## config.mk

```make
export PLATFORM = sky130hd
export DESIGN_NAME = frame_window_fetch
export DESIGN_NICKNAME = d
export VERILOG_FILES = /design/src/rtl/frame_window_fetch.sv
export SDC_FILE = /design/constraint.sdc
export NUM_CORES = 1
export LEC_CHECK = 0
export ABC_AREA = 1
export CELL_PAD_IN_SITES_DETAIL_PLACEMENT = 1
export CELL_PAD_IN_SITES_GLOBAL_PLACEMENT = 2
export CORE_AREA = 2 2 240 171
export CTS_CLUSTER_SIZE = 10
export DETAILED_ROUTE_END_ITERATION = 12
export DIE_AREA = 0 0 242 173
export DONT_BUFFER_PORTS = 1
export HOLD_SLACK_MARGIN = 0.08
export PLACE_DENSITY = 0.89
export SYNTH_ARGS = -nofsm -noshare
export SYNTH_HDL_FRONTEND = slang
export SYNTH_SLANG_ARGS = --single-unit
export TNS_END_PERCENT = 30
```

## constraint.sdc

```tcl
create_clock -name clk -period 6.2 [get_ports clk]
set_clock_uncertainty 0.05 [all_clocks]
set_input_delay 0.93 -clock clk [delete_from_list [all_inputs] [get_ports clk]]
set_output_delay 0.93 -clock clk [all_outputs]
set_load 0.01 [all_outputs]
```

## src/rtl/frame_window_fetch.sv

```systemverilog
`default_nettype none
// ============================================================================
// Module   : frame_window_fetch
// Purpose  : Accepts a frame descriptor (start / exclusive end address),
//            fetches FRAME_SIZE samples from sample memory in address order,
//            multiplies each by its window coefficient (Q0.COEFW, floor) and
//            streams the windowed samples out through a 2-entry buffer with
//            valid/ready flow control.
// Revision : 1.0 - initial release
// ----------------------------------------------------------------------------
// Ports
//   clk, rst                 clock, asynchronous active-low reset
//   i_frame_start/_end       descriptor: first address, exclusive bound
//   i_valid / o_ready        descriptor handshake (o_ready only in IDLE)
//   o_mem_rd/o_mem_addr      sample memory read; i_mem_data one cycle later
//   o_coef_idx / i_coef      window ROM index with the read; data one cycle later
//   o_sample/o_valid/i_ready windowed sample stream, o_last on final sample
//   o_frame_done             pulse on the handshake of the o_last sample
//   o_err                    pulse when a malformed descriptor is dropped
//   o_ovf                    sticky: descriptor presented while busy
// ============================================================================
module frame_window_fetch #(
  parameter int ADDRW      = 32,
  parameter int DATAW      = 16,
  parameter int COEFW      = 16,
  parameter int FRAME_SIZE = 4,
  localparam int c_idxw    = (FRAME_SIZE > 1) ? $clog2(FRAME_SIZE) : 1
) (
  input  logic              clk,
  input  logic              rst,
  input  logic [ADDRW-1:0]  i_frame_start,
  input  logic [ADDRW-1:0]  i_frame_end,
  input  logic              i_valid,
  output logic              o_ready,
  output logic              o_mem_rd,
  output logic [ADDRW-1:0]  o_mem_addr,
  input  logic [DATAW-1:0]  i_mem_data,
  output logic [c_idxw-1:0] o_coef_idx,
  input  logic [COEFW-1:0]  i_coef,
  output logic [DATAW-1:0]  o_sample,
  output logic              o_valid,
  input  logic              i_ready,
  output logic              o_last,
  output logic              o_frame_done,
  output logic              o_err,
  output logic              o_ovf
);

  localparam int c_prodw = DATAW + COEFW + 1;

  localparam logic [1:0] c_st_idle  = 2'd0;
  localparam logic [1:0] c_st_fetch = 2'd1;
  localparam logic [1:0] c_st_drain = 2'd2;

  localparam logic [c_idxw-1:0] c_last_idx  = c_idxw'(FRAME_SIZE - 1);
  localparam logic [ADDRW-1:0]  c_frame_len = ADDRW'(FRAME_SIZE);

  logic [1:0]        r_state;
  logic [ADDRW-1:0]  r_start;
  logic [c_idxw-1:0] r_idx;
  logic              r_in_flight;
  logic              r_in_flight_last;
  logic [DATAW-1:0]  r_buf_data [2];
  logic [1:0]        r_buf_last;
  logic              r_rd_ptr;
  logic              r_wr_ptr;
  logic [1:0]        r_count;
  logic              r_err;
  logic              r_ovf;

  logic                      w_accept;
  logic                      w_len_ok;
  logic                      w_pop;
  logic [2:0]                w_occ;
  logic                      w_issue;
  logic signed [c_prodw-1:0] w_data_ext;
  logic signed [c_prodw-1:0] w_coef_ext;
  logic signed [c_prodw-1:0] w_prod;
  logic [DATAW-1:0]          w_result;
  logic                      w_unused_prod_bits;

  assign w_accept = i_valid && (r_state == c_st_idle);
  // Modular difference, so a frame straddling the top of the address space is legal.
  assign w_len_ok = ((i_frame_end - i_frame_start) == c_frame_len);
  assign w_pop    = o_valid && i_ready;

  // Slots the buffer would still have committed after this cycle; a pop this
  // cycle frees a slot immediately, which is what allows one sample per cycle.
  assign w_occ   = {1'b0, r_count} + {2'b00, r_in_flight} - {2'b00, w_pop};
  assign w_issue = (r_state == c_st_fetch) && (w_occ < 3'd2);

  // Signed sample times unsigned coefficient. Taking bits [COEFW +: DATAW] of
  // the full product is an arithmetic shift right, i.e. floor division.
  assign w_data_ext         = c_prodw'($signed(i_mem_data));
  assign w_coef_ext         = $signed(c_prodw'(i_coef));
  assign w_prod             = w_data_ext * w_coef_ext;
  assign w_result           = w_prod[COEFW +: DATAW];
  assign w_unused_prod_bits = ^{w_prod[COEFW-1:0], w_prod[c_prodw-1]};

  assign o_ready      = (r_state == c_st_idle);
  assign o_mem_rd     = w_issue;
  assign o_mem_addr   = r_start + ADDRW'(r_idx);
  assign o_coef_idx   = r_idx;
  assign o_valid      = (r_count != 2'd0);
  assign o_sample     = r_buf_data[r_rd_ptr];
  assign o_last       = o_valid && r_buf_last[r_rd_ptr];
  assign o_frame_done = w_pop && o_last;
  assign o_err        = r_err;
  assign o_ovf        = r_ovf;

  always_ff @(posedge clk or negedge rst) begin
    if (!rst) begin
      r_state          <= c_st_idle;
      r_start          <= '0;
      r_idx            <= '0;
      r_in_flight      <= 1'b0;
      r_in_flight_last <= 1'b0;
      r_buf_data[0]    <= '0;
      r_buf_data[1]    <= '0;
      r_buf_last       <= '0;
      r_rd_ptr         <= 1'b0;
      r_wr_ptr         <= 1'b0;
      r_count          <= '0;
      r_err            <= 1'b0;
      r_ovf            <= 1'b0;
    end else begin
      r_err <= w_accept && !w_len_ok;
      if (i_valid && !o_ready) begin
        r_ovf <= 1'b1;
      end

      case (r_state)
        c_st_idle: begin
          if (w_accept && w_len_ok) begin
            r_start <= i_frame_start;
            r_idx   <= '0;
            r_state <= c_st_fetch;
          end
        end
        c_st_fetch: begin
          if (w_issue) begin
            if (r_idx == c_last_idx) begin
              r_state <= c_st_drain;
            end else begin
              r_idx <= r_idx + 1'b1;
            end
          end
        end
        c_st_drain: begin
          if (o_frame_done) begin
            r_state <= c_st_idle;
          end
        end
        default: r_state <= c_st_idle;
      endcase

      // Memory and ROM answer one cycle after the read; capture then.
      r_in_flight      <= w_issue;
      r_in_flight_last <= w_issue && (r_idx == c_last_idx);
      if (r_in_flight) begin
        r_buf_data[r_wr_ptr] <= w_result;
        r_buf_last[r_wr_ptr] <= r_in_flight_last;
        r_wr_ptr             <= ~r_wr_ptr;
      end
      if (w_pop) begin
        r_rd_ptr <= ~r_rd_ptr;
      end
      r_count <= r_count + {1'b0, r_in_flight} - {1'b0, w_pop};
    end
  end

endmodule
`default_nettype wire

```

# After elaboration in Yosys (flattened, before gate mapping)
# Cells that the tools add are included.
# op_classes
div	0
reduce_logical	19
n_mul	1
add_sub_neg	7
shift	0
eq_ne	9
bitwise_logic	4
muxes	20
n_lt_le_gt_ge	7
# ops
cell	count
2-to-1 mux 16 bit	4
adder 32 x 2 -> 32 bit	1
bitwise mux 32 bit	1
equality test 32 x 3 -> 1 bit (second input constant)	1
multiplier 16 x 17 -> 32 bit	1
subtractor 32 bit	1
demux 16 bit (select 1 bit)	1
2-to-1 mux 2 bit	7
logical AND 1 bit	11
AND reduction 4 bit	2
inequality test 2 bit (second input constant)	3
one-hot mux 2 bit (3 select lines)	1
equality test 2 bit (second input constant)	2
greater-or-equal comparator 2 bit (second input constant)	2
< comparator 1 x 2 -> 1 bit (second input constant)	2
inequality test 2 x 1 -> 1 bit (second input constant)	2
inverter 1 -> 2 bit	2
one-hot mux 2 bit (2 select lines)	1
nonzero test 2 bit	2
adder 2 x 1 -> 3 bit	1
< comparator 3 x 2 -> 1 bit (second input constant)	1
2-to-1 mux 1 bit	3
subtractor 3 x 1 -> 3 bit	1
adder 2 x 1 -> 2 bit	1
other kinds (11)	13
# word_totals
latchBits	0
romBits	0
elab_cells	80
inputBits	100
regBits	78
mem_count	0
mem_bits_rw	0

# Depth between registers and ports, before layout
# Gate-level depths: netlist of the first run.
# logic_depth
ltp_word	7
ltp_mapped	28
ltp_nobuf	26

# Least setup slack after synthesis of the first run
# OpenSTA, ideal clock, no wires.
# synth_path
path_kind	in2reg
startpoint	input i_coef[15]
endpoint	register r_buf_data[27] in the netlist's numbering
t_required_ns	6.017
t_arrival_ns	6.118
stages	22
slack_ns	-0.101
cell_sequence	clkbuf_1 -> clkbuf_1 -> nand2_1 -> fa_1 -> fa_1 -> inv_1 -> fa_1 -> fa_1 -> fa_1 -> inv_1 -> fa_1 -> inv_1 -> ha_1 -> a21oi_1 -> inv_1 -> a31oi_1 -> o21ai_0 -> a221oi_1 -> nand2_1 -> or2_2 -> nand3_1 -> o21ai_0
# synth_between
elab_chain_len	2
# synth_rtl
item	line_no	source
from (decl)	39	input logic [COEFW-1:0] i_coef,
multiplier 16 x 17 -> 32 bit	96	assign w_prod = w_data_ext * w_coef_ext;
bitwise mux 32 bit	161	r_buf_data[r_wr_ptr] <= w_result;
to (signal, indexed assignment)	161	
to (decl)	63	logic [DATAW-1:0] r_buf_data [2];
# No other way between the ends.
# A chain may end at the register's enable or synchronous reset.

# Worst setup path after layout of the first run
# layout_path
startpoint	input i_mem_data[15]
endpoint	register r_buf_data[31] in the netlist's numbering
# layout_between
elab_chain_len	2
# layout_rtl
item	line_no	source
from (decl)	37	input logic [DATAW-1:0] i_mem_data,
multiplier 16 x 17 -> 32 bit	96	
bitwise mux 32 bit	161	
# No other way between the ends.

==> results of run 1 <==
[metal layers]
layer | vias up | wire length, um
li1 | 6661 | -
met1 | 6885 | 25880
met2 | 307 | 22180
met3 | 69 | 2748
met4 | 2 | 1432
met5 | - | 8
[sequential cells by signal, summed over array words and instances (netlist names)]
name and flops:
r_buf_data 32, r_start 32, o_coef_idx 2, r_buf_last 2, r_count 2, r_state 2
o_err 1, o_ovf 1, r_in_flight 1, r_in_flight_last 1, r_rd_ptr 1, r_wr_ptr 1
[kinds of logic after synthesis]
kind of cell	Yosys count	share of synthesized area, %
AND/OR/NAND/NOR	998	26.06
buffers and inverters	673	16.42
adder cells (fa/ha/maj)	345	36.90
AO/OA/AOI/OAI	147	5.598
flip-flops	78	12.46
XOR/XNOR	46	2.571
[worst max-delay path, delay by kind of cell]
kind,cells,cell delay [ps]
AO/OA/AOI/OAI,4,660
XOR/XNOR,1,210
adder cells (fa/ha/maj),7,3300
buffers and inverters,6,690
AND/OR/NAND/NOR,4,400
[repair_timing]
item	CTS	global route
setup buffers	0	1
setup endpoints to repair	0	13
gates resized for setup	0	7
[power by group through the flow]
stage / registers (mW) / logic, mW / clock network (mW)
finish: 0.629 / 8.24 / 0.534
global route: 0.640 / 9.18 / 0.565
CTS: 0.630 / 8.06 / 0.542
detailed placement: 0.639 / 7.98 / 0
global placement: 0.634 / 7.69 / 0
floorplan: 0.603 / 4.80 / 0
[per-stage QoR]
| step | cells | area [um^2] | setup TNS [ps] | hold WS, ps |
|---|---|---|---|---|
| after floorplan | 2287 | 15690 | -2.294 | 398.9 |
| after global placement | 2783 | 16270 | -294.6 | 415.5 |
| after detailed placement | 2783 | 16270 | -1620 | 415.5 |
| after CTS | 2799 | 16560 | 0 | 221.4 |
| after global routing | 2808 | 16610 | -145.5 | 212.6 |
| final | 2809 | 16610 | 0 | 229.1 |
[area by class of cell]
cell class | instances | area [um^2]
clock buffers | 13 | 250.2
clock inverters | 3 | 43.79
fillers | 5161 | 22770
flip-flops and latches | 78 | 1952
diodes | 9 | 22.52
well taps | 535 | 669.4
inverters | 605 | 2271
multi-input cells | 1536 | 11180
repair buffers | 30 | 225.2
[Yosys cell counts (2+ instances only)]
| master | count |
|---|---|
| o21ai_0 | 44 |
| or2_2 | 16 |
| nor4_1 | 3 |
| o21bai_1 | 3 |
| nor3_1 | 18 |
| a31oi_1 | 2 |
| nor3_2 | 4 |
| o21ai_2 | 23 |
| and2_1 | 4 |
| ha_1 | 150 |
| o21ai_1 | 7 |
| buf_1 | 2 |
| a21oi_1 | 52 |
| a21o_1 | 5 |
| nor2_1 | 107 |
| xor2_1 | 28 |
| buf_6 | 6 |
| o21a_1 | 3 |
| nand4_1 | 22 |
| nor2_2 | 6 |
| clkbuf_1 | 59 |
| o31ai_1 | 2 |
| inv_1 | 603 |
| dfrtp_1 | 78 |
| nand3_1 | 80 |
| nor3b_1 | 2 |
| fa_1 | 195 |
| nand3b_1 | 5 |
| nand2_1 | 724 |
| xnor2_1 | 18 |
| nand2_2 | 2 |
[worst paths after layout]
| kind | to | slack, ps |
|---|---|---|
| worst min-delay path | r_buf_data[12] | 230 |
| worst max register to register | o_coef_idx[0] | 3530 |
| min in group clk | r_buf_data[4] | 430 |
| worst min register to register | r_buf_data[4] | 430 |
| worst max-delay path | r_buf_data[31] | 140 |
| max in group asynchronous | r_start[26] | 5710 |
==> insert_results.sql, run 1 <==
INSERT INTO impl_metrics (metric_group, metric, value, unit) VALUES
('run_status', 'status', 'completed', ''),
('critical_path', 'timing.rr.start', 'r_state[1]', ''),
('routing', 'detail_route.wl_per_cell', '18.60', 'um'),
('power', 'total_power', '9.407', 'mW'),
('yosys', 'ys_ff_latch', '78', ''),
('floorplanning', 'num_io_pins', '157', ''),
('yosys', 'post_synth_net_total', '2732', ''),
('clock_tree', 'clk_transition_reported_paths', '60', 'ps'),
('global_routing', 'grt_first_pass_wirelength', '84280', 'um'),
('critical_path', 'worstSetupStartpointType', 'input port', ''),
('cells_and_area', 'final_common_cell', 'nand2_1', ''),
('yosys', 'yosys_most_used_dff', 'dfrtp_1', ''),
('power', 'power_per_cell_area', '566.3', 'nW/um^2'),
('power', 'portion_of_total_power_attributed_to_combinational_logic', '87.6', '%'),
('yosys', 'yosysSeqAreaShare', '12.46', '%'),
('clock_tree', 'htreeDepth', '3', ''),
('timing', 'final-max-slew-violation-count', '0', ''),
('power', 'vdd.ir_drop.worst', '0.6235', 'mV'),
('critical_path', 'critical_path_cell_by_cell', 'inv_1 > buf_4 > nor2_1 > fa_1 > fa_1 > fa_1 > fa_1 > fa_1 > inv_1 > fa_1 > inv_1 > ha_1 > a21oi_1 > inv_1 > a31oi_1 > buf_4 > nor2_1 > nor2_1 > nand3_2 > a31oi_1 > xor2_1 > o21ai_0', ''),
('cells_and_area', 'area.growth.synth_to_final', '6.030', '%'),
('cells_and_area', 'final_core_utilization', '42.18', '%'),
('power', 'p_leak', '9.904', 'nW'),
('placement', 'hpwlAfterDp', '44370', 'um'),
('critical_path', 'arrival_time_of_the_worst_setup_path', '6200', 'ps'),
('global_routing', 'groute.layer.met1.usage', '37.42', '%'),
('yosys', 'post-synth-top-area-fraction', '24.92', '%'),
('power', 'power_switching', '5.217', 'mW'),
('routing', 'vias', '13924', ''),
('worst_hold_path', 'hp-class', 'input port to asynchronous set/reset pin', ''),
('floorplanning', 'dieHeight', '173', 'um'),
('clock_tree', 'clockBufferDepth', '2', ''),
('placement', 'pre_cts_slack', '-213.0', 'ps'),
('routing', 'antenna_violating_nets_post_route', '0', ''),
('clock_tree', 'cts.hold.buffers_added', '0', ''),
('global_routing', 'grt.total_usage', '25.63', '%'),
('power', 'intPower', '4.190', 'mW'),
('critical_path', 'timing.reg2reg.worst_path_depth', '8', ''),
('timing', 'grt_setup_unrepaired', 'true', ''),
('global_routing', 'globalRouteMet3Util', '4.175', '%'),
('critical_path', 'critical-path-top-cell-by-count', 'fa_1', ''),
('yosys', 'leading_area_contributor_after_synthesis', 'fa_1', ''),
('critical_path', 'cp_slowest_cell', 'fa_1', ''),
('yosys', 'netlist-cell-type-count', '45', ''),
('clock_tree', 'worst_skew_pair.late_latency', '340', 'ps'),
('critical_path', 'setup.worst_path.end_class', 'register', ''),
('routing', 'detailedRoute.firstIterationViolations', '810', ''),
('critical_path', 'crit_fanout', '6', ''),
('power', 'p_sw_share', '55.46', '%'),
('routing', 'drtPass1Iterations', '5', ''),
('floorplanning', 'dieArea', '41870', 'um^2'),
('cells_and_area', 'finish.net_count', '2705', ''),
('power', 'power_frac_seq', '6.7', '%'),
('clock_tree', 'cts-root-buf', 'clkbuf_16', ''),
('timing', 'final-hold-violation-count', '0', ''),
('global_routing', 'grt.met2_usage', '39.19', '%'),
('floorplanning', 'coreArea', '39380', 'um^2'),
('yosys', 'syn-cell-area', '15670', 'um^2'),
('yosys', 'post_syn_instances', '2287', ''),
('floorplanning', 'placement_rows', '61', ''),
('clock_tree', 'tritoncts', 'yes', ''),
('timing', 'setup_viol_count_final', '0', ''),
('global_routing', 'number_of_antenna_violations_at_the_first_check_in_global_routing', '9', ''),
('timing', 'fin_crit_sh', '97.73', '%'),
('floorplanning', 'die_width', '242', 'um'),
('critical_path', 'worst-endpoint-required', '6350', 'ps'),
('timing', 'final_period_minus_worst_setup_slack', '6059', 'ps'),
('timing', 'fmax', '165.0', 'MHz'),
('yosys', 'synth_area_leaders', 'fa_1 25%, nand2_1 17%, inv_1 14%, dfrtp_1 12%, ha_1 12%', ''),
('global_routing', 'grt_max_degree', '79', ''),
('yosys', 'asyncSetResetFlopFracSynth', '100.0', '%'),
('routing', 'remaining_drcs', '0', '');
No activity file was read; power rests on OpenSTA's default activity.
==> run 2: changes to the inputs <==
--- a/config.mk
+++ b/config.mk
@@ -8,12 +8,12 @@
 export ABC_AREA = 1
 export CELL_PAD_IN_SITES_DETAIL_PLACEMENT = 1
 export CELL_PAD_IN_SITES_GLOBAL_PLACEMENT = 2
-export CORE_AREA = 2 2 240 171
+export CORE_AREA = 5 5 243 174
 export CTS_CLUSTER_SIZE = 10
 export DETAILED_ROUTE_END_ITERATION = 12
-export DIE_AREA = 0 0 242 173
+export DIE_AREA = 0 0 248 179
 export DONT_BUFFER_PORTS = 1
-export HOLD_SLACK_MARGIN = 0.08
+export HOLD_SLACK_MARGIN = 0.03
 export PLACE_DENSITY = 0.89
 export SYNTH_ARGS = -nofsm -noshare
 export SYNTH_HDL_FRONTEND = slang
==> insert_results.sql, run 2 (synthesized netlist as in run 1, its figures left out) <==
INSERT INTO impl_metrics (metric_group, metric, value, unit) VALUES
('run_status', 'status', 'completed', ''),
('timing', 'fin_crit_sh', '96.36', '%'),
('cells_and_area', 'finish.net_count', '2703', ''),
('global_routing', 'grt_remaining_overflow', '0', ''),
('timing', 'slew_headroom', '41.87', '%'),
('cells_and_area', 'fraction_of_layout_cells_with_a_size_suffix_above_1', '4.728', '%'),
('clock_tree', 'clk_transition_reported_paths', '70', 'ps'),
('routing', 'dr_wl_met2', '23290', 'um'),
('critical_path', 'setup.worst_path.class', 'input port to register', ''),
('routing', 'vias', '13986', ''),
('critical_path', 'crit_fanout', '8', ''),
('timing', 'worst_pin_slew', '871.9', 'ps'),
('critical_path', 'critical_path.max_stage_delay', '530', 'ps'),
('timing', 'final-hold-violation-count', '0', ''),
('routing', 'drtPass1Iterations', '5', ''),
('global_routing', 'grt.total_usage', '24.31', '%'),
('floorplanning', 'num_io_pins', '157', ''),
('clock_tree', 'tritoncts.num_buffers', '9', ''),
('timing', 'setup_viol_count_final', '0', ''),
('routing', 'remaining_drcs', '0', ''),
('floorplanning', 'die_width', '248', 'um'),
('placement', 'port-buffer-count', '0', ''),
('routing', 'top_layer', 'met5', ''),
('cells_and_area', 'layout.cells.most_common_list', '724 x nand2_1, 603 x inv_1, 195 x fa_1, 150 x ha_1, 106 x nor2_1', ''),
('placement', 'gp_routability_congestion', '0.9197', ''),
('floorplanning', 'placement_rows', '61', ''),
('clock_tree', 'tritoncts', 'yes', ''),
('cells_and_area', 'final_core_utilization', '42.01', '%'),
('critical_path', 'worstSetupStartpointType', 'input port', ''),
('worst_hold_path', 'hp-class', 'input port to asynchronous set/reset pin', ''),
('floorplanning', 'dieArea', '44390', 'um^2'),
('clock_tree', 'cts-root-buf', 'clkbuf_16', ''),
('routing', 'routed-wl-met3', '3074', 'um'),
('floorplanning', 'coreArea', '39460', 'um^2'),
('critical_path', 'worst-endpoint-required', '6380', 'ps'),
('critical_path', 'timing.critical_path.max_delay_family', 'adder cells', ''),
('power', 'vdd.ir_drop.worst', '0.6232', 'mV'),
('routing', 'antenna_violating_nets_post_route', '0', ''),
('cells_and_area', 'largestRegisters', 'r_buf_data x32, r_start x32', ''),
('global_routing', 'number_of_antenna_violations_at_the_first_check_in_global_routing', '5', ''),
('critical_path', 'cp_slowest_cell', 'fa_1', ''),
('routing', 'detail_route.wl_per_cell', '18.84', 'um'),
('routing', 'detail_route.wirelength', '52780', 'um'),
('clock_tree', 'worst_skew_pair.late_latency', '350', 'ps'),
('job', 'max-cap-violations', '0', ''),
('clock_tree', 'cts.hold.buffers_added', '0', ''),
('cells_and_area', 'area.growth.synth_to_final', '5.805', '%'),
('global_routing', 'grt_first_pass_wirelength', '83970', 'um'),
('critical_path', 'arrival_time_of_the_worst_setup_path', '6160', 'ps'),
('global_routing', 'grt_max_degree', '79', ''),
('global_routing', 'grt_pass1_vias', '15358', ''),
('timing', 'final_period_minus_worst_setup_slack', '5974', 'ps'),
('power', 'power_per_cell_area', '548.1', 'nW/um^2'),
('critical_path', 'critical_path_cell_by_cell', 'inv_1 > or2_2 > fa_1 > fa_1 > inv_1 > fa_1 > fa_1 > fa_1 > inv_1 > fa_1 > inv_1 > ha_1 > a21oi_1 > o21ai_0 > a21oi_1 > nand3_1 > nand2_1 > nand2_1 > buf_4 > or2_2 > nand3_1 > o21ai_0', ''),
('power', 'p_leak', '9.884', 'nW'),
('timing', 'fmax', '167.4', 'MHz'),
('clock_tree', 'clock_sinks', '78', ''),
('cells_and_area', 'final_common_cell', 'nand2_1', ''),
('timing', 'grt_setup_unrepaired', 'true', ''),
('critical_path', 'setup.worst_path.end_class', 'register', ''),
('timing', 'final-max-slew-violation-count', '0', ''),
('clock_tree', 'htreeDepth', '3', ''),
('routing', 'detail_route.vias_per_cell', '4.991', ''),
('timing', 'setup_ws', '225.5', 'ps'),
('clock_tree', 'clockBufferDepth', '2', ''),
('placement', 'pre_cts_slack', '-170.9', 'ps'),
('floorplanning', 'dieHeight', '179', 'um'),
('critical_path', 'critical-path-top-cell-by-count', 'fa_1', ''),
('routing', 'detailedRoute.firstIterationViolations', '810', ''),
('critical_path', 'worst-path-buf-inv', '5', ''),
('placement', 'hpwlAfterDp', '44910', 'um'),
('routing', 'met1Wirelength', '25420', 'um'),
('floorplanning', 'initial_core_util', '39.71', '%');
[run 2: changes by cell type in the layout (fill, tap and decap cells not counted), sizes merged, moves of 2 or more]
cell and delta:
inv +4, clkbuf -4, diode -5, clkinvlp +2, buf -2
[run 2: final timing paths]
| kind | start | slack, ps | endpoint | depth (start not counted) |
|---|---|---|---|---|
| setup / recovery | i_mem_data[15] | 230 | r_buf_data[24] | 22 |
| hold reg to reg | r_buf_data[22] | 430 | r_buf_data[22] | 2 |
| min in group clk | r_buf_data[22] | 430 | r_buf_data[22] | 2 |
| max in group asynchronous | rst | 5730 | r_start[24] | 0 |
| hold / removal | rst | 220 | r_buf_data[13] | 0 |
| setup reg to reg | r_state[0] | 3550 | o_coef_idx[1] | 8 |
[run 2: final cells by class]
type | count | area (um^2)
sequential | 78 | 1952
multi-input combinational | 1536 | 11180
tap | 535 | 669.4
fill | 5180 | 22880
timing repair buffer | 28 | 210.2
clock inverter | 7 | 55.05
antenna | 4 | 10.01
inverter | 605 | 2271
clock buffer | 9 | 225.2
[run 2: metal layers]
layer  track usage [%]  up-vias
met5                 0        -
met4             5.337        2
met3             3.920       50
met2             38.16      300
met1             35.49     6992
li1                  -     6642
[run 2: timing repair]
item | in CTS | in global routing
setup buffers | 0 | 1
setup endpoints to repair | 0 | 14
gates resized for setup | 0 | 7
[run 2: where the power goes]
group          switching, mW  leakage (nW)  internal, mW
clock network          0.240         0.133         0.276
logic                   4.79          8.81          3.15
registers             0.0552         0.944         0.571
[run 2: per-stage QoR]
stage	hold WS [ps]	instance area [um^2]	std cells	setup TNS, ps	power [mW]
6_report	215.5	16580	2802	0	9.085
5_1_grt	194.7	16580	2802	-177.3	10.10
4_1_cts	199.0	16530	2797	0	8.966
3_5_place_dp	415.6	16250	2781	-1774	8.377
3_3_place_gp	415.1	16250	2781	-108.9	8.142
2_1_floorplan	398.9	15690	2287	-2.294	5.405
==> run 3: changes to the inputs <==
--- a/config.mk
+++ b/config.mk
@@ -9,6 +9,7 @@
 export CELL_PAD_IN_SITES_DETAIL_PLACEMENT = 1
 export CELL_PAD_IN_SITES_GLOBAL_PLACEMENT = 2
 export CORE_AREA = 5 5 243 174
+export CTS_BUF_LIST = sky130_fd_sc_hd__clkbuf_4
 export CTS_CLUSTER_SIZE = 10
 export DETAILED_ROUTE_END_ITERATION = 12
 export DIE_AREA = 0 0 248 179
==> insert_results.sql, run 3 (synthesized netlist as in run 1, its figures left out) <==
INSERT INTO impl_metrics (metric_group, metric, value, unit) VALUES
('run_status', 'status', 'completed', ''),
('power', 'power_frac_seq', '7.2', '%'),
('cells_and_area', 'finish.net_count', '2704', ''),
('routing', 'drtPass1Iterations', '5', ''),
('routing', 'vias', '13972', ''),
('timing', 'finalSetupTns', '0', 'ps'),
('clock_tree', 'clockBufferDepth', '2', ''),
('job', 'max-cap-violations', '0', ''),
('cells_and_area', 'fillCellCount', '5197', ''),
('clock_tree', 'tritoncts', 'yes', ''),
('critical_path', 'worst_r2r_endpoint', 'o_coef_idx[1]', ''),
('floorplanning', 'initial_core_util', '39.71', '%'),
('floorplanning', 'dieHeight', '179', 'um'),
('floorplanning', 'placement_rows', '61', ''),
('routing', 'detailedRoute.firstIterationViolations', '827', ''),
('timing', 'final_period_minus_worst_setup_slack', '5961', 'ps'),
('critical_path', 'crit_fanout', '16', ''),
('floorplanning', 'num_io_pins', '157', ''),
('global_routing', 'grt_pass1_vias', '15321', ''),
('placement', 'pre_cts_slack', '-170.9', 'ps'),
('worst_hold_path', 'hp-class', 'input port to asynchronous set/reset pin', ''),
('clock_tree', 'cts-root-buf', 'clkbuf_4', ''),
('floorplanning', 'die_width', '248', 'um'),
('placement', 'port-buffer-count', '0', ''),
('power', 'portion_of_total_power_attributed_to_combinational_logic', '89.4', '%'),
('critical_path', 'worstSetupStartpointType', 'input port', ''),
('cells_and_area', 'layout.cells.most_common_list', '724 x nand2_1, 603 x inv_1, 195 x fa_1, 150 x ha_1, 107 x nor2_1', ''),
('timing', 'slew_headroom', '42.19', '%'),
('power', 'p_sw_share', '57.07', '%'),
('power', 'p_leak', '9.810', 'nW'),
('timing', 'final-hold-violation-count', '0', ''),
('power', 'power_per_cell_area', '530.5', 'nW/um^2'),
('floorplanning', 'dieArea', '44390', 'um^2'),
('routing', 'detail_route.wl_per_cell', '18.75', 'um'),
('timing', 'whs', '99.43', 'ps'),
('critical_path', 'setup.worst_path.end_class', 'register', ''),
('routing', 'antenna_violating_nets_post_route', '0', ''),
('cells_and_area', 'layout.cells.non_filler', '2803', ''),
('cells_and_area', 'area.growth.synth_to_final', '4.696', '%'),
('global_routing', 'number_of_antenna_violations_at_the_first_check_in_global_routing', '6', ''),
('timing', 'worst_pin_slew', '867.2', 'ps'),
('routing', 'detail_route.wirelength', '52550', 'um'),
('critical_path', 'arrival_time_of_the_worst_setup_path', '6310', 'ps'),
('timing', 'fmax', '167.8', 'MHz'),
('timing', 'setup_viol_count_final', '0', ''),
('critical_path', 'timing.reg2reg.worst_path_depth', '8', ''),
('timing', 'final-max-slew-violation-count', '0', ''),
('clock_tree', 'clk_transition_reported_paths', '140', 'ps'),
('critical_path', 'worst-endpoint-required', '6550', 'ps'),
('power', 'total_power', '8.703', 'mW'),
('cells_and_area', 'fraction_of_layout_cells_with_a_size_suffix_above_1', '4.417', '%'),
('clock_tree', 'postCtsSetupBuffers', '0', ''),
('global_routing', 'grt.total_usage', '24.19', '%'),
('global_routing', 'grt_max_degree', '79', ''),
('power', 'power.share.clock', '3.4', '%'),
('cells_and_area', 'final_common_cell', 'nand2_1', ''),
('critical_path', 'timing.rr.start', 'r_state[0]', ''),
('power', 'power_switching', '4.966', 'mW'),
('power', 'intPower', '3.736', 'mW'),
('cells_and_area', 'largestRegisters', 'r_buf_data x32, r_start x32', ''),
('clock_tree', 'htreeDepth', '3', ''),
('placement', 'place.detailed.instances', '2781', ''),
('global_routing', 'grt_remaining_overflow', '0', ''),
('clock_tree', 'clock_sinks', '78', ''),
('global_routing', 'grt_first_pass_wirelength', '83760', 'um'),
('timing', 'fin_crit_sh', '96.15', '%'),
('critical_path', 'worst-r2r-setup-slack', '3530', 'ps'),
('timing', 'grt_setup_unrepaired', 'false', ''),
('critical_path', 'setup.worst_path.class', 'input port to register', ''),
('routing', 'detail_route.vias_per_cell', '4.985', ''),
('floorplanning', 'coreArea', '39460', 'um^2'),
('power', 'vdd.ir_drop.worst', '0.6037', 'mV'),
('clock_tree', 'tritoncts.num_buffers', '9', ''),
('routing', 'remaining_drcs', '0', ''),
('placement', 'hpwlAfterDp', '44910', 'um'),
('clock_tree', 'worst_skew_pair.late_latency', '470', 'ps'),
('timing', 'setup_ws', '238.8', 'ps'),
('placement', 'gp_routability_congestion', '0.9197', '');
run 3: changes by cell type in the layout (fill, tap and decap cells not counted), sizes merged:
cell	change
dlygate4sd3	+2
buf	-1
run 3: final cells by class:
class	count	area (um^2)	share of cell area [%]
Antenna cell	4	10.01	0.06102
Clock inverter	7	55.05	0.3356
Multi-Input combinational cell	1536	11160	68.01
Tap cell	535	669.4	4.081
Clock buffer	9	67.56	0.4119
Timing Repair Buffer	29	222.7	1.358
Sequential cell	78	1952	11.90
Inverter	605	2271	13.84
run 3: worst max-delay path, cell delays in order:
cell,delay (ps)
nand2_1,50
inv_1,50
fa_1,540
inv_1,50
fa_1,460
fa_1,500
fa_1,560
inv_1,50
fa_1,500
inv_1,60
fa_1,480
inv_1,50
ha_1,310
nand2_1,60
inv_1,80
nand2_1,80
o21ai_0,490
a21oi_1,120
o21ai_0,310
nand2_1,90
nand2_1,100
nand2_1,60
nand2_1,70
or2_2,110
nand3_1,60
nand2_1,80
run 3: metal layers:
metal	vias up	global-route usage (%)	wire (um)
met5	-	0	27
met4	4	4.783	944
met3	51	4.188	3019
met2	319	37.93	23080
met1	6945	35.40	25480
li1	6653	-	-
run 3: worst max path at each step:
stage	from	end	slack [ps]	cells past startpoint
global placement	i_mem_data[15]	r_buf_data[24]	-50	20
detailed placement	i_mem_data[15]	r_buf_data[31]	-170	22
finish	i_mem_data[4]	r_buf_data[6]	240	26
floorplan	i_mem_data[6]	r_buf_data[6]	-2	27
global route	i_mem_data[4]	r_buf_data[6]	30	26
CTS	i_mem_data[15]	r_buf_data[31]	350	22
run 3: what timing repair did:
action,in CTS,in global routing
gates resized for setup,0,0
hold buffers,0,2
endpoints found under the hold margin,0,12
run 3: per-stage QoR:
step | util, % | area, um^2
floorplan | - | 15690
global placement | 41.18 | 16250
detailed placement | 41.18 | 16250
CTS | 41.49 | 16370
global route | 41.57 | 16400
finish | 41.57 | 16400
run 3: power groups by stage:
stage               sequential, mW  clock (mW)  combinational, mW
finish                       0.625       0.298               7.78
global route                 0.634       0.330               8.78
CTS                          0.626       0.308               7.81
detailed placement           0.636           0               7.74
global placement             0.633           0               7.51
floorplan                    0.603           0               4.80
